==> src/rtl/ctrl_pkg.sv <==
// Shared types for the RV32I ID-stage control unit: opcodes, control enums and the
// ID/EX control bundle.
package ctrl_pkg;

    localparam logic [6:0] OpLoad   = 7'h03;
    localparam logic [6:0] OpOpImm  = 7'h13;
    localparam logic [6:0] OpAuipc  = 7'h17;
    localparam logic [6:0] OpStore  = 7'h23;
    localparam logic [6:0] OpOp     = 7'h33;
    localparam logic [6:0] OpLui    = 7'h37;
    localparam logic [6:0] OpBranch = 7'h63;
    localparam logic [6:0] OpJalr   = 7'h67;
    localparam logic [6:0] OpJal    = 7'h6F;

    typedef enum logic [3:0] {
        AluAdd   = 4'd0,
        AluSub   = 4'd1,
        AluAnd   = 4'd2,
        AluOr    = 4'd3,
        AluSll   = 4'd4,
        AluSlt   = 4'd5,
        AluPassB = 4'd6,
        AluXor   = 4'd7,
        AluSrl   = 4'd8,
        AluSra   = 4'd9,
        AluSltu  = 4'd10
    } alu_op_e;

    typedef enum logic [2:0] {ImmI, ImmS, ImmB, ImmJ, ImmU} imm_src_e;
    typedef enum logic [1:0] {ResAlu, ResMem, ResPc4, ResImm} result_src_e;
    typedef enum logic [1:0] {MemByte, MemHalf, MemWord} mem_size_e;

    typedef struct packed {
        logic        reg_write;
        logic        mem_write;
        logic        mem_read;
        logic        branch;
        logic        jump;
        logic        jalr;
        logic        alu_src;
        result_src_e result_src;
        logic        alu_a_pc;
        logic [2:0]  branch_cond;
        alu_op_e     alu_ctrl;
        imm_src_e    imm_src;
        mem_size_e   mem_size;
        logic        mem_unsigned;
        logic [4:0]  rd;
        logic [4:0]  rs1;
        logic [4:0]  rs2;
    } ctrl_bundle_t;

    // alt selects SUB (funct3 000) or SRA (funct3 101); callers mask it for I-type.
    function automatic alu_op_e alu_from_funct3(logic [2:0] funct3, logic alt);
        alu_op_e op;
        case (funct3)
            3'b000:  op = alt ? AluSub : AluAdd;
            3'b001:  op = AluSll;
            3'b010:  op = AluSlt;
            3'b011:  op = AluSltu;
            3'b100:  op = AluXor;
            3'b101:  op = alt ? AluSra : AluSrl;
            3'b110:  op = AluOr;
            default: op = AluAnd;
        endcase
        return op;
    endfunction

endpackage

==> src/rtl/ctrl_decoder.sv <==
// Combinational RV32I decoder: instruction word to control bundle, source-use flags
// and an illegal flag. Illegal encodings decode to an all-zero bundle.
module ctrl_decoder
    import ctrl_pkg::*;
(
    input  logic [31:0]  instr_i,
    output ctrl_bundle_t ctrl_o,
    output logic         reads_rs1_o,
    output logic         reads_rs2_o,
    output logic         illegal_o
);

    logic [6:0] opcode;
    logic [2:0] funct3;
    logic       funct7_5;
    logic       unused_bits;

    assign opcode      = instr_i[6:0];
    assign funct3      = instr_i[14:12];
    assign funct7_5    = instr_i[30];
    assign unused_bits = ^{instr_i[31], instr_i[29:25]};

    ctrl_bundle_t dec;
    logic         rd1;
    logic         rd2;
    logic         ill;

    always_comb begin
        dec     = '0;
        rd1     = 1'b0;
        rd2     = 1'b0;
        ill     = 1'b0;
        dec.rd  = instr_i[11:7];
        dec.rs1 = instr_i[19:15];
        dec.rs2 = instr_i[24:20];
        case (opcode)
            OpOp: begin
                dec.reg_write = 1'b1;
                dec.alu_ctrl  = alu_from_funct3(funct3, funct7_5);
                rd1           = 1'b1;
                rd2           = 1'b1;
            end
            OpOpImm: begin
                dec.reg_write = 1'b1;
                dec.alu_src   = 1'b1;
                dec.alu_ctrl  = alu_from_funct3(funct3, funct7_5 && (funct3 == 3'b101));
                rd1           = 1'b1;
            end
            OpLoad: begin
                dec.reg_write    = 1'b1;
                dec.mem_read     = 1'b1;
                dec.alu_src      = 1'b1;
                dec.result_src   = ResMem;
                dec.mem_size     = mem_size_e'(funct3[1:0]);
                dec.mem_unsigned = funct3[2];
                rd1              = 1'b1;
                ill = (funct3 == 3'b011) || (funct3 == 3'b110) || (funct3 == 3'b111);
            end
            OpStore: begin
                dec.mem_write = 1'b1;
                dec.alu_src   = 1'b1;
                dec.imm_src   = ImmS;
                dec.mem_size  = mem_size_e'(funct3[1:0]);
                rd1           = 1'b1;
                rd2           = 1'b1;
                ill           = funct3[2];
            end
            OpBranch: begin
                dec.branch      = 1'b1;
                dec.alu_ctrl    = AluSub;
                dec.branch_cond = funct3;
                dec.imm_src     = ImmB;
                rd1             = 1'b1;
                rd2             = 1'b1;
                ill             = (funct3[2:1] == 2'b01);
            end
            OpJal: begin
                dec.reg_write  = 1'b1;
                dec.jump       = 1'b1;
                dec.result_src = ResPc4;
                dec.imm_src    = ImmJ;
            end
            OpJalr: begin
                dec.reg_write  = 1'b1;
                dec.jalr       = 1'b1;
                dec.alu_src    = 1'b1;
                dec.result_src = ResPc4;
                rd1            = 1'b1;
            end
            OpLui: begin
                dec.reg_write  = 1'b1;
                dec.result_src = ResImm;
                dec.imm_src    = ImmU;
            end
            OpAuipc: begin
                dec.reg_write = 1'b1;
                dec.alu_a_pc  = 1'b1;
                dec.alu_src   = 1'b1;
                dec.imm_src   = ImmU;
            end
            default: ill = 1'b1;
        endcase
        if (ill) begin
            dec = '0;
            rd1 = 1'b0;
            rd2 = 1'b0;
        end
    end

    assign ctrl_o      = dec;
    assign reads_rs1_o = rd1;
    assign reads_rs2_o = rd2;
    assign illegal_o   = ill;

endmodule

==> src/rtl/pipelined_control_unit.sv <==
// RV32I control unit: ID decode into an ID/EX control register, load-use hazard stall
// FSM and flush bubbles.
module pipelined_control_unit
    import ctrl_pkg::*;
#(
    parameter int unsigned LOAD_LATENCY = 1,
    parameter int unsigned HAZARD_EN    = 1,
    parameter int unsigned ALU_CTRL_W   = 4
) (
    input  logic                  clk,
    input  logic                  rst_n,
    input  logic [31:0]           instr_i,
    input  logic                  instr_valid_i,
    input  logic                  flush_i,
    output logic                  stall_o,
    output logic                  valid_o,
    output logic                  illegal_o,
    output logic                  reg_write_o,
    output logic                  mem_write_o,
    output logic                  mem_read_o,
    output logic                  branch_o,
    output logic                  jump_o,
    output logic                  jalr_o,
    output logic                  alu_src_o,
    output logic [1:0]            result_src_o,
    output logic                  alu_a_pc_o,
    output logic [2:0]            branch_cond_o,
    output logic [ALU_CTRL_W-1:0] alu_ctrl_o,
    output logic [2:0]            imm_src_o,
    output logic [1:0]            mem_size_o,
    output logic                  mem_unsigned_o,
    output logic [4:0]            rd_o,
    output logic [4:0]            rs1_o,
    output logic [4:0]            rs2_o
);

    typedef enum logic {StRun, StStall} state_e;

    ctrl_bundle_t dec;
    logic         dec_rs1;
    logic         dec_rs2;
    logic         dec_illegal;

    ctrl_decoder u_decoder (
        .instr_i     (instr_i),
        .ctrl_o      (dec),
        .reads_rs1_o (dec_rs1),
        .reads_rs2_o (dec_rs2),
        .illegal_o   (dec_illegal)
    );

    ctrl_bundle_t ex_q;
    logic         valid_q;
    logic         illegal_q;
    state_e       state_q, state_d;
    logic [1:0]   cnt_q, cnt_d;
    logic         hazard;
    logic         stall;

    always_comb begin
        hazard = (HAZARD_EN != 0) && (state_q == StRun) && valid_q && ex_q.mem_read
                 && (ex_q.rd != 5'd0) && instr_valid_i
                 && ((dec_rs1 && (dec.rs1 == ex_q.rd)) || (dec_rs2 && (dec.rs2 == ex_q.rd)));
        stall  = !flush_i && (hazard || (state_q == StStall));
    end

    // The hazard cycle is the first bubble; STALL covers the remaining LOAD_LATENCY-1.
    always_comb begin
        state_d = state_q;
        cnt_d   = cnt_q;
        if (flush_i) begin
            state_d = StRun;
            cnt_d   = '0;
        end else if (state_q == StRun) begin
            if (hazard && (LOAD_LATENCY > 1)) begin
                state_d = StStall;
                cnt_d   = 2'(LOAD_LATENCY - 1);
            end
        end else if (cnt_q == 2'd1) begin
            state_d = StRun;
            cnt_d   = '0;
        end else begin
            cnt_d = cnt_q - 2'd1;
        end
    end

    always_ff @(posedge clk or negedge rst_n) begin
        if (!rst_n) begin
            state_q   <= StRun;
            cnt_q     <= '0;
            ex_q      <= '0;
            valid_q   <= 1'b0;
            illegal_q <= 1'b0;
        end else begin
            state_q <= state_d;
            cnt_q   <= cnt_d;
            if (flush_i || stall) begin
                ex_q      <= '0;
                valid_q   <= 1'b0;
                illegal_q <= 1'b0;
            end else begin
                ex_q      <= dec;
                valid_q   <= instr_valid_i;
                illegal_q <= dec_illegal;
            end
        end
    end

    always_comb begin
        alu_ctrl_o      = '0;
        alu_ctrl_o[3:0] = ex_q.alu_ctrl;
    end

    assign stall_o        = stall;
    assign valid_o        = valid_q;
    assign illegal_o      = illegal_q;
    assign reg_write_o    = ex_q.reg_write;
    assign mem_write_o    = ex_q.mem_write;
    assign mem_read_o     = ex_q.mem_read;
    assign branch_o       = ex_q.branch;
    assign jump_o         = ex_q.jump;
    assign jalr_o         = ex_q.jalr;
    assign alu_src_o      = ex_q.alu_src;
    assign result_src_o   = ex_q.result_src;
    assign alu_a_pc_o     = ex_q.alu_a_pc;
    assign branch_cond_o  = ex_q.branch_cond;
    assign imm_src_o      = ex_q.imm_src;
    assign mem_size_o     = ex_q.mem_size;
    assign mem_unsigned_o = ex_q.mem_unsigned;
    assign rd_o           = ex_q.rd;
    assign rs1_o          = ex_q.rs1;
    assign rs2_o          = ex_q.rs2;

endmodule

==> config.mk <==
export PLATFORM = sky130hd
export DESIGN_NAME = pipelined_control_unit
export DESIGN_NICKNAME = d
export VERILOG_FILES = /design/src/rtl/ctrl_pkg.sv /design/src/rtl/ctrl_decoder.sv /design/src/rtl/pipelined_control_unit.sv
export SDC_FILE = /design/constraint.sdc
export NUM_CORES = 1
export LEC_CHECK = 0
export BUFFER_PORTS_ARGS = -buffer_cell sky130_fd_sc_hd__buf_2
export CORE_ASPECT_RATIO = 1.4
export CORE_MARGIN = 5
export CORE_UTILIZATION = 40
export CTS_BUF_LIST = sky130_fd_sc_hd__clkbuf_16
export CTS_CLUSTER_DIAMETER = 50
export DETAILED_ROUTE_END_ITERATION = 10
export PLACE_DENSITY = 0.7
export SLEW_MARGIN = 25
export SYNTH_ARGS = -nofsm -noshare
export SYNTH_HDL_FRONTEND = slang
export SYNTH_SLANG_ARGS = --single-unit
==> constraint.sdc <==
create_clock -name clk -period 4.1 [get_ports clk]
set_clock_uncertainty 0.05 [all_clocks]
set_input_delay 0 -clock clk [delete_from_list [all_inputs] [get_ports clk]]
set_output_delay 0 -clock clk [all_outputs]
set_load 0.01 [all_outputs]
==> impl_results.md <==
- Status: complete, no violations
- Final setup viols: 0
- Most frequent cell after synthesis: dfrtp_1
- H-tree depth: 2
- Largest net degree at the start of global routing: 44
- First-pass GRT wire length: ~8100 um
- Drt initial violations: 124
- YS warnings: 0
- Critical Path RT: 4190 ps
- Post-synthesis cell type with the largest combined area: dfrtp_1
- Predominant post-synthesis flop cell: dfrtp_1
- Max-slew headroom: 47.24%
- IO Count: 77
- Die Span Y: 93.76 um
- Vias in the first global route: roughly 1,700
- Starting Density: 41.40%
- Multi-input gate area: about 830 um2
- DR pass1 iterations: 4
- Post-route DRC: 0
- Post-synth top area share: 53.68%
- Reg clk slew, reported paths: around 60 ps
- Detailed placement HPWL: 3490 um
- Area growth syn-to-layout: 35.71%
- Critical Path Source Type: input port
- Fin crit share: 59.36%
- CP Capture Type: register
- Largest cells by area after synthesis: dfrtp_1 54%, nor3_1 6.0%, nor3b_1 6.0%
- Critical path buffers and inverters: 3
- Worst vdd ir: 193.0 uV
- Pwr dens: 324.4 mW/mm2
- Max Root-Sink Buffers: 2
- CP max-delay cell: dlygate4sd3_1
- Avg Vias per Cell: 5.126
- Syn Area/Cell: 10.61 um2
- Core area: 0.004842 mm2
- Initial antenna violation count: 0
- CTS Sinks: 43
- RSZ-0062 raised after global routing: false
- Row Count: 30
- Hold WC Path Type: input port to register
- Crit Path Category: input port to register
- Final hold slack: 46.77 ps
- Filler instances: 450
- #FFs+latches synth: 43
- CP delay by family, top: buffers and inverters
- Synth Cell Area: 0.002004 mm2
- Max-slew violations: 0
- Cts repair resizes: 0
- Register area: 0.001076 mm2
- Share of synthesized flip-flops with an asynchronous set or reset: 100.0%
- Antenna violation net count after detailed routing: 0
- WP data arrival: 2530 ps
- PortBufs: 70
- Root buffer cell: clkbuf_16
- CP max FO: 26
- Max-cap viol count: 0
- Cts bufs inserted: 5
- Max Freq: ~410 MHz
- Die Wd: between 60 and 70 um
- Slowest cell delay on critical path: 540 ps
- Die area: 0.006547 mm2
- Least-Margin Pin Slew: just under 800 ps
- Sequential area share after synthesis: between 50% and 60%
- Fin crit period: 2434 ps
- Final wirelength: 4897 um
- Vias: ~1,700
- Post-synth cell types: 45
- GRT Util Overall: 15.53%
- Final hold viol count: 0
- GRT Residual Overflow: 0
- Leak: 1.296 nW
- Setup TNS: 0 ps
- Nets: 312
- RePlAce Congestion: 0.8301
- Post-synth net total: about 230
- Most frequent cells after synthesis: 43 x dfrtp_1, 24 x nor3_1, 16 x nor3b_1
- Cells along the critical path: dlygate4sd3_1 > buf_2 > nand3b_1 > a21o_1 > a2111oi_2 > o21a_1 > buf_4 > nor4_1
- Gate Count Post-Synth: between 150 and 200
- CTS tree: yes
- N_diodes: 0
- Clk_lat worst skew: 280 ps
- Drt wl/cell: ~14 um
- Share of cells above drive strength 1: 30.07%
- Post-synth EDFFs: 0
state kept, by name, indices dropped and copies added, names as in the netlist:
signal	cells
alu_a_pc_o	1
mem_unsigned_o	1
jalr_o	1
alu_src_o	1
rd_o	5
mem_size_o	2
cnt_q	2
alu_ctrl_o	4
imm_src_o	3
mem_write_o	1
result_src_o	2
rs2_o	5
jump_o	1
state_q	1
illegal_o	1
rs1_o	5
reg_write_o	1
branch_cond_o	3
valid_o	1
branch_o	1
mem_read_o	1
metrics by stage:
step	instance area (um2)	setup WS, ps	utilization (%)	cells	power [mW]
after floorplan	2004	2418	-	189	0.4762
after global placement	2360	1868	48.73	310	0.5088
after detailed placement	2360	1864	48.73	310	0.5103
after CTS	2718	1712	56.12	340	0.8925
after global routing	2720	1515	56.18	340	0.9189
final	2720	1666	56.18	340	0.8825
area by class of cell:
cell class / instances / area share [%]
Sequential cell: 43 / 39.56
Multi-Input combinational cell: 128 / 30.40
Timing Repair Buffer: 94 / 21.62
Clock buffer: 5 / 4.600
Tap cell: 64 / 2.944
Clock inverter: 3 / 0.4600
Inverter: 3 / 0.4140
report_power, final:
part           leakage [nW]  internal, mW  switching [mW]  total, mW
Sequential            0.597         0.428         0.00174      0.429
Combinational         0.623        0.0426          0.0470     0.0896
Clock                0.0762         0.220           0.144      0.363
timing repair:
action | in CTS | in global routing
setup buffers | 0 | 0
hold buffers | 22 | 0
endpoints found under the hold margin | 69 | 0
worst reg2reg max path, cell delays in order (launching register included):
cell and delay (ps):
dfrtp_1 440, xnor2_1 190, nand4_1 110, nor4_1 360
o21a_1 490, buf_4 380, nor4_1 130
path summary, 6_finish.rpt:
check | from | to | slack [ps] | cells past startpoint
hold reg to reg | cnt_q[1] | cnt_q[1] | 490 | 2
min in group asynchronous | rst_n | alu_ctrl_o[2] | 200 | 2
setup reg to reg | rd_o[4] | alu_a_pc_o | 1830 | 6
max in group asynchronous | rst_n | result_src_o[0] | 3450 | 2
setup / recovery | instr_i[3] | alu_a_pc_o | 1670 | 8
hold / removal | instr_i[5] | mem_write_o | 50 | 3
metal layers:
| layer | track usage [%] | up-vias | wire length (um) |
|---|---|---|---|
| met5 | 0 | - | 0 |
| met4 | 4.792 | 0 | 30 |
| met3 | 4.390 | 4 | 302 |
| met2 | 28.08 | 55 | 2605 |
| met1 | 17.60 | 834 | 1959 |
| li1 | - | 850 | - |
kinds of logic (layout without fill, tap and decap cells):
group | Yosys count | in the layout | synth area share [%]
and+or+nand+nor | 87 | 87 | 25.03
buffers and inverters | 18 | 105 | 5.056
xor gates and xnor gates | 13 | 13 | 5.680
AOI/OAI and AO/OA | 25 | 25 | 8.865
adders and majority gates | 1 | 1 | 0.6241
DFF | 43 | 43 | 53.68
muxes | 2 | 2 | 1.061
cells in the final DEF (no fill, tap or decap), types with 3 or more instances in the layout:
master          n
clkbuf_16       5
nor3_1         24
nor2b_1         3
a21oi_1         6
nand4_1         3
buf_2          69
nand4b_1        3
xnor2_1         8
nand2_1         8
nand3_1         8
dlygate4sd3_1  22
nor2_1          8
o21ai_0         4
nor3b_1        16
xor2_1          5
nor4_1          4
dfrtp_1        43
inv_1           5
buf_4           3
(Power assumes the default switching activity.)
